## src/rtl/apb_multi_timer_if.sv

```systemverilog
// APB slave bus bundle for the multi-channel timer.
// Handshake: a transfer is a setup cycle (PSEL & !PENABLE) followed by an
// access cycle (PSEL & PENABLE); the access completes on the clock edge where
// PREADY is high. PREADY is always high here, so every access completes after
// exactly one access cycle. PSLVERR is only meaningful during the access cycle.
interface apb_multi_timer_if;
   logic        PSEL;
   logic        PENABLE;
   logic        PWRITE;
   logic [7:0]  PADDR;
   logic [31:0] PWDATA;
   logic [31:0] PRDATA;
   logic        PREADY;
   logic        PSLVERR;

   modport master (
      output PSEL, PENABLE, PWRITE, PADDR, PWDATA,
      input  PRDATA, PREADY, PSLVERR
   );

   modport slave (
      input  PSEL, PENABLE, PWRITE, PADDR, PWDATA,
      output PRDATA, PREADY, PSLVERR
   );
endinterface

```

## src/rtl/apb_multi_timer.sv

```systemverilog
// NCH independent up-counting timers behind one APB slave. Each channel has a
// LOAD register (terminal value), a read-only VALUE counter and a CTRL register
// (EN, ONESHOT, IRQEN). Terminal events set a sticky, write-1-to-clear STATUS
// bit; irq[i] = STATUS[i] & IRQEN[i]. Unmapped channel addresses raise PSLVERR.
module apb_multi_timer #(
   parameter int NCH   = 4,
   parameter int WIDTH = 32
) (
   input  logic             PCLK,
   input  logic             PRESET,
   apb_multi_timer_if.slave apb,
   output logic [NCH-1:0]   irq,
   output logic             irq_any
);

   logic [3:0]       addr_ch;
   logic [1:0]       addr_off;
   logic             ch_mapped;
   logic             stat_sel;
   logic             addr_err;
   logic             wr_ok;
   logic             rd_setup;
   logic [31:0]      rd_mux;

   logic [WIDTH-1:0] load_q [NCH];
   logic [WIDTH-1:0] cnt_q  [NCH];
   logic [NCH-1:0]   en_q;
   logic [NCH-1:0]   oneshot_q;
   logic [NCH-1:0]   irqen_q;
   logic [NCH-1:0]   status_q;

   logic [NCH-1:0]   load_wr;
   logic [NCH-1:0]   ctrl_wr;
   logic [NCH-1:0]   term;
   logic [NCH-1:0]   w1c_mask;

   logic             unused_ok;

   // Address decode: channel space, the STATUS register, and the error region
   // (channel numbers past NCH, excluding the 0xF global page).
   assign addr_ch   = apb.PADDR[7:4];
   assign addr_off  = apb.PADDR[3:2];
   assign ch_mapped = (int'(addr_ch) < NCH);
   assign stat_sel  = (addr_ch == 4'hF) && (addr_off == 2'd0);
   assign addr_err  = !ch_mapped && (addr_ch != 4'hF);

   assign apb.PREADY  = 1'b1;
   assign apb.PSLVERR = apb.PSEL && apb.PENABLE && addr_err;

   // Erroring writes are dropped entirely.
   assign wr_ok    = apb.PSEL && apb.PENABLE && apb.PWRITE && !addr_err;
   assign rd_setup = apb.PSEL && !apb.PENABLE && !apb.PWRITE;

   assign w1c_mask = (wr_ok && stat_sel) ? apb.PWDATA[NCH-1:0] : '0;

   assign irq     = status_q & irqen_q;
   assign irq_any = |irq;

   // Low address bits and unused write-data bits are intentionally ignored.
   assign unused_ok = ^{apb.PADDR[1:0], apb.PWDATA};

   // Per-channel write strobes and terminal detection; a LOAD write suppresses
   // the terminal event in the same cycle.
   always_comb begin
      load_wr = '0;
      ctrl_wr = '0;
      term    = '0;
      for (int i = 0; i < NCH; i++) begin
         load_wr[i] = wr_ok && ch_mapped && (int'(addr_ch) == i) && (addr_off == 2'd0);
         ctrl_wr[i] = wr_ok && ch_mapped && (int'(addr_ch) == i) && (addr_off == 2'd2);
         term[i]    = !load_wr[i] && en_q[i] && (cnt_q[i] == load_q[i]);
      end
   end

   // Read data selection; reserved and unmapped locations read as zero.
   always_comb begin
      rd_mux = '0;
      if (stat_sel) begin
         rd_mux = 32'(status_q);
      end
      for (int i = 0; i < NCH; i++) begin
         if (ch_mapped && (int'(addr_ch) == i)) begin
            case (addr_off)
               2'd0:    rd_mux = 32'(load_q[i]);
               2'd1:    rd_mux = 32'(cnt_q[i]);
               2'd2:    rd_mux = {29'd0, irqen_q[i], oneshot_q[i], en_q[i]};
               default: rd_mux = '0;
            endcase
         end
      end
   end

   // Channel registers and counters; a CTRL write overrides the one-shot EN clear.
   always_ff @(posedge PCLK) begin
      if (PRESET) begin
         for (int i = 0; i < NCH; i++) begin
            load_q[i] <= '0;
            cnt_q[i]  <= '0;
         end
         en_q      <= '0;
         oneshot_q <= '0;
         irqen_q   <= '0;
      end else begin
         for (int i = 0; i < NCH; i++) begin
            if (load_wr[i]) begin
               load_q[i] <= apb.PWDATA[WIDTH-1:0];
            end

            if (ctrl_wr[i]) begin
               en_q[i]      <= apb.PWDATA[0];
               oneshot_q[i] <= apb.PWDATA[1];
               irqen_q[i]   <= apb.PWDATA[2];
            end else if (term[i] && oneshot_q[i]) begin
               en_q[i] <= 1'b0;
            end

            if (load_wr[i] || !en_q[i] || term[i]) begin
               cnt_q[i] <= '0;
            end else begin
               cnt_q[i] <= cnt_q[i] + WIDTH'(1);
            end
         end
      end
   end

   // Sticky status: hardware set beats a simultaneous write-1-to-clear.
   always_ff @(posedge PCLK) begin
      if (PRESET) begin
         status_q <= '0;
      end else begin
         status_q <= (status_q & ~w1c_mask) | term;
      end
   end

   // Read data is captured at the setup edge so it is stable for the access phase.
   always_ff @(posedge PCLK) begin
      if (PRESET) begin
         apb.PRDATA <= '0;
      end else if (rd_setup) begin
         apb.PRDATA <= rd_mux;
      end
   end

endmodule

```

## src/flat_wrapper.sv

```systemverilog
// flat-port wrapper written by rule: the top's interface ports become plain ports
module apb_multi_timer_flat 
#(
   parameter int NCH   = 4,
   parameter int WIDTH = 32
)
  (PCLK, PRESET, irq, irq_any, apb_PSEL, apb_PENABLE, apb_PWRITE, apb_PADDR, apb_PWDATA, apb_PRDATA, apb_PREADY, apb_PSLVERR);
  apb_multi_timer_if apb_i ();
  input  logic PCLK;
  input  logic PRESET;
  output logic [NCH-1:0] irq;
  output logic irq_any;
  input wire logic [$bits(apb_i.PSEL)-1:0] apb_PSEL;
  input wire logic [$bits(apb_i.PENABLE)-1:0] apb_PENABLE;
  input wire logic [$bits(apb_i.PWRITE)-1:0] apb_PWRITE;
  input wire logic [$bits(apb_i.PADDR)-1:0] apb_PADDR;
  input wire logic [$bits(apb_i.PWDATA)-1:0] apb_PWDATA;
  output wire logic [$bits(apb_i.PRDATA)-1:0] apb_PRDATA;
  output wire logic [$bits(apb_i.PREADY)-1:0] apb_PREADY;
  output wire logic [$bits(apb_i.PSLVERR)-1:0] apb_PSLVERR;
  assign apb_i.PSEL = apb_PSEL;
  assign apb_i.PENABLE = apb_PENABLE;
  assign apb_i.PWRITE = apb_PWRITE;
  assign apb_i.PADDR = apb_PADDR;
  assign apb_i.PWDATA = apb_PWDATA;
  assign apb_PRDATA = apb_i.PRDATA;
  assign apb_PREADY = apb_i.PREADY;
  assign apb_PSLVERR = apb_i.PSLVERR;
  apb_multi_timer #(.NCH(NCH), .WIDTH(WIDTH)) u_core (.PCLK(PCLK), .PRESET(PRESET), .apb(apb_i), .irq(irq), .irq_any(irq_any));
endmodule
```

## config.mk

```make
export PLATFORM = sky130hd
export DESIGN_NAME = apb_multi_timer_flat
export DESIGN_NICKNAME = d
export VERILOG_FILES = /design/src/rtl/apb_multi_timer_if.sv /design/src/rtl/apb_multi_timer.sv /design/src/flat_wrapper.sv
export SDC_FILE = /design/constraint.sdc
export NUM_CORES = 1
export LEC_CHECK = 0
export CAP_MARGIN = 5
export CORE_MARGIN = 3
export CORE_UTILIZATION = 55
export DETAILED_ROUTE_END_ITERATION = 8
export MAX_ROUTING_LAYER = met4
export PLACE_DENSITY = 0.8
export SKIP_CTS_REPAIR_TIMING = 1
export SLEW_MARGIN = 15
export SYNTH_ARGS = -nofsm -noshare
export SYNTH_HDL_FRONTEND = slang
export SYNTH_SLANG_ARGS = --single-unit
```

## constraint.sdc

```tcl
create_clock -name PCLK -period 2.6 [get_ports PCLK]
set_input_delay 0.26 -clock PCLK [delete_from_list [all_inputs] [get_ports PCLK]]
set_output_delay 0.26 -clock PCLK [all_outputs]
set_load 0.02 [all_outputs]
```

==> metrics.yaml <==
grt_antenna_before_repair: 0
outcome: "completed"
regArea_sq_mm: 0.00865
clk_path_buf_depth: 3
netlist_area_sq_mm: 0.0173
number_of_distinct_standard_cells_referenced_by_the_synthesized_netlist: 64
synth_top_family_by_area: "simple AND/OR/NAND/NOR gates"
clock_tree_from_tritoncts: "done"
post-dp-hpwl_um: 34000
cts_sinks: 304
routabilityCongestion: 0.971
synth_simple_gate_area_share_pct: 18.7
vdd_ir_drop_max_mv: 0.424
final_hold_viol_count: 0
synth_mux_area_share_pct: 8.26
timing.hold.worst.class: "input port to flop"
finish.net_count: 1824
fp-row-count: 64
numCtsBuffers: 35
global_route_total_overflow: 0
worst_setup_path_start_kind: "flop"
die_width_um: 183
worstSkewPairLatency_ps: 520
p_per_area_mw_per_mm2: 564
post_synth_fa_ha_maj_area_fraction_pct: 0.290
worst-endpoint-required_ps: 2340
grt_first_pass_wirelength_um: 73100
intPower_mw: 8.72
power.static_leakage_nw: 7.44
maxSlewViolCount: 0
maximum_number_of_pins_on_one_net_before_global_route_repair: 62
switching_power_mw: 2.78
ys_async_sr_fraction_pct: 0
synth_top_area_cell: "sky130_fd_sc_hd__edfxtp_1"
fillerInstances: 2307
drt_iter0_markers: 1629
setup-tns-final_ps: 0
number_of_synthesized_flops_with_an_enable_pin: 256
cap_violations: 0
grt_setup_unrepaired: "false"
synth_top_area_share_pct: 44.5
p_clk_share_pct: 41.4
dominantRegCellSynth: "sky130_fd_sc_hd__edfxtp_1"
die_y_um: 183
worst_clock_skew_ps: 16.4
synthesis.instances: 1557
fin_crit_ps: 2370
remaining_antenna_violation_count: 0
globalRouteTotalUtil_pct: 28.9
grt_pass1_vias: 12900
worstPathMaxFanout: 3
port-buffer-count: 80
cts.clk_slew.worst_paths_ps: 60
cts.root.buffer_cell: "sky130_fd_sc_hd__clkbuf_16"
most-common-layout-cells: "256 x sky130_fd_sc_hd__edfxtp_1, 196 x sky130_fd_sc_hd__xor2_1, 150 x sky130_fd_sc_hd__nor2_1, 136 x sky130_fd_sc_hd__and2_1, 129 x sky130_fd_sc_hd__conb_1"
post_synthesis_sequential_area_ratio_pct: 50.1
syn2layout_area_growth_pct: 18.2
mostFrequentLayoutCell: "sky130_fd_sc_hd__edfxtp_1"
worst-setup-path-type: "flop to output port"
detail_route.vias_per_cell: 5.97
multiInputGateArea_sq_mm: 0.00852
avgRoutedWirePerCell_um: 21.4
initial_utilization_pct: 56.2
ys_seq_elements: 304
die-area_sq_mm: 0.0336
share_of_the_clock_period_used_by_the_worst_path_pct: 91.0
syn_area_per_cell_sq_um: 11.1
synth-xor-area-share_pct: 12.5
worst_ep_arrival_time_ps: 2110
ys.warnings.count: 0
drive_above_1_share_pct: 12.6
synth_compound_gate_area_share_pct: 6.61
power_share_of_the_combinational_group_pct: 9.1
post_synth_main_area_contributors: "sky130_fd_sc_hd__edfxtp_1 45%, sky130_fd_sc_hd__xor2_1 9.9%, sky130_fd_sc_hd__dfxtp_1 5.6%, sky130_fd_sc_hd__and2_1 4.9%, sky130_fd_sc_hd__mux4_2 3.7%"
cp_capture_type: "output port"
detail_route.first_pass.iterations: 6
total_power_mw: 11.5
p_sw_share_pct: 24.2
core_region_area_sq_mm: 0.0307
fmaxAchievable_mhz: 423
tightestPinTransition_ps: 762
floorplan.io_pins: 84
via_count: 13100
seq_power_share_pct: 49.5
drc: 0
slew_headroom_pct: 49.1
h-tree-depth: 2
setup_viol_count_final: 0
detail_route.wirelength_um: 47000
## power by group through the flow
stage / sequential, mW / combinational, mW / clock [mW]
2_1_floorplan: 5.74 / 0.590 / 0
4_1_cts: 5.69 / 1.03 / 4.79
6_report: 5.69 / 1.05 / 4.76
5_1_grt: 5.71 / 1.12 / 5.01
3_3_place_gp: 5.77 / 1.00 / 0
3_5_place_dp: 5.78 / 1.02 / 0
## cell usage after synthesis, types with 4 or more instances
library cell	n
sky130_fd_sc_hd__mux2i_1	48
sky130_fd_sc_hd__inv_1	19
sky130_fd_sc_hd__and3_1	22
sky130_fd_sc_hd__nor3_2	7
sky130_fd_sc_hd__nor2_2	4
sky130_fd_sc_hd__mux4_2	28
sky130_fd_sc_hd__nand3_1	56
sky130_fd_sc_hd__edfxtp_1	256
sky130_fd_sc_hd__dfxtp_1	48
sky130_fd_sc_hd__o21ai_0	43
sky130_fd_sc_hd__and4_1	18
sky130_fd_sc_hd__nor4_1	40
sky130_fd_sc_hd__and2_1	136
sky130_fd_sc_hd__mux2_2	28
sky130_fd_sc_hd__nor4_2	6
sky130_fd_sc_hd__ha_1	4
sky130_fd_sc_hd__buf_2	42
sky130_fd_sc_hd__o22a_1	28
sky130_fd_sc_hd__nor3_1	12
sky130_fd_sc_hd__nand2_1	67
sky130_fd_sc_hd__a21oi_1	48
sky130_fd_sc_hd__buf_4	4
sky130_fd_sc_hd__xor2_1	196
sky130_fd_sc_hd__a311oi_1	4
sky130_fd_sc_hd__clkbuf_2	5
sky130_fd_sc_hd__xnor2_1	51
sky130_fd_sc_hd__clkbuf_1	57
sky130_fd_sc_hd__o211ai_1	4
sky130_fd_sc_hd__nand4_1	51
sky130_fd_sc_hd__nor2_1	151
sky130_fd_sc_hd__a22oi_1	28
## state kept, by name, summed over array words and instances, names as in the netlist
register and cells:
u_core.oneshot_q 4, u_core.en_q 4, u_core.cnt_q 128, u_core.irqen_q 4
u_core.load_q 128, u_core.apb.PRDATA 32, u_core.status_q 4
## worst max-delay path, cell delays in order (launching register included)
cell and delay [ps]:
sky130_fd_sc_hd__dfxtp_1 340, sky130_fd_sc_hd__and2_1 190, sky130_fd_sc_hd__or4_1 520, sky130_fd_sc_hd__clkdlybuf4s50_1 550
## worst paths after layout
kind              depth (start not counted)                 from                   end  slack [ps]
hold reg to reg                           2    u_core.irqen_q[0]     u_core.irqen_q[0]         480
setup reg to reg                          6  u_core.cnt_q[0][80]   u_core.cnt_q[0][87]         270
hold / removal                            4         apb_PADDR[2]  u_core.apb.PRDATA[7]         470
setup / recovery                          3   u_core.status_q[2]               irq_any         230
## kinds of logic after synthesis
kind of cell / Yosys count
muxes: 104
DFF: 304
AOI/OAI and AO/OA: 174
xor gates and xnor gates: 247
adders and majority gates: 4
and+or+nand+nor: 591
other: 1
buffers and inverters: 132
## metal layers
metal | global-route usage [%] | wire length, um
met2 | 44.7 | 22100
met3 | 5.06 | 4840
met1 | 39.4 | 18700
met4 | 8.68 | 1340
met5 | - | 0
## final cells by class
type	count	area share, %
flip-flops and latches	304	42.4
clock buffers	48	4.89
clock inverters	15	0.496
repair buffers	166	7.72
diodes	1	0.0123
inverters	19	0.349
well taps	396	2.43
multi-input cells	1249	41.7
## per-stage QoR
step / worst slack [ps] / util (%) / area [sq um] / hold slack [ps] / std cells
finish: 234 / 66.4 / 20400 / 469 / 2198
floorplan: 358 / - / 17800 / 407 / 1685
global placement: 263 / 62.8 / 19300 / 464 / 2134
CTS: 234 / 66.4 / 20400 / 455 / 2197
global route: 168 / 66.4 / 20400 / 498 / 2197
detailed placement: 184 / 62.8 / 19300 / 470 / 2134
Power figures use the tool's default switching activity.
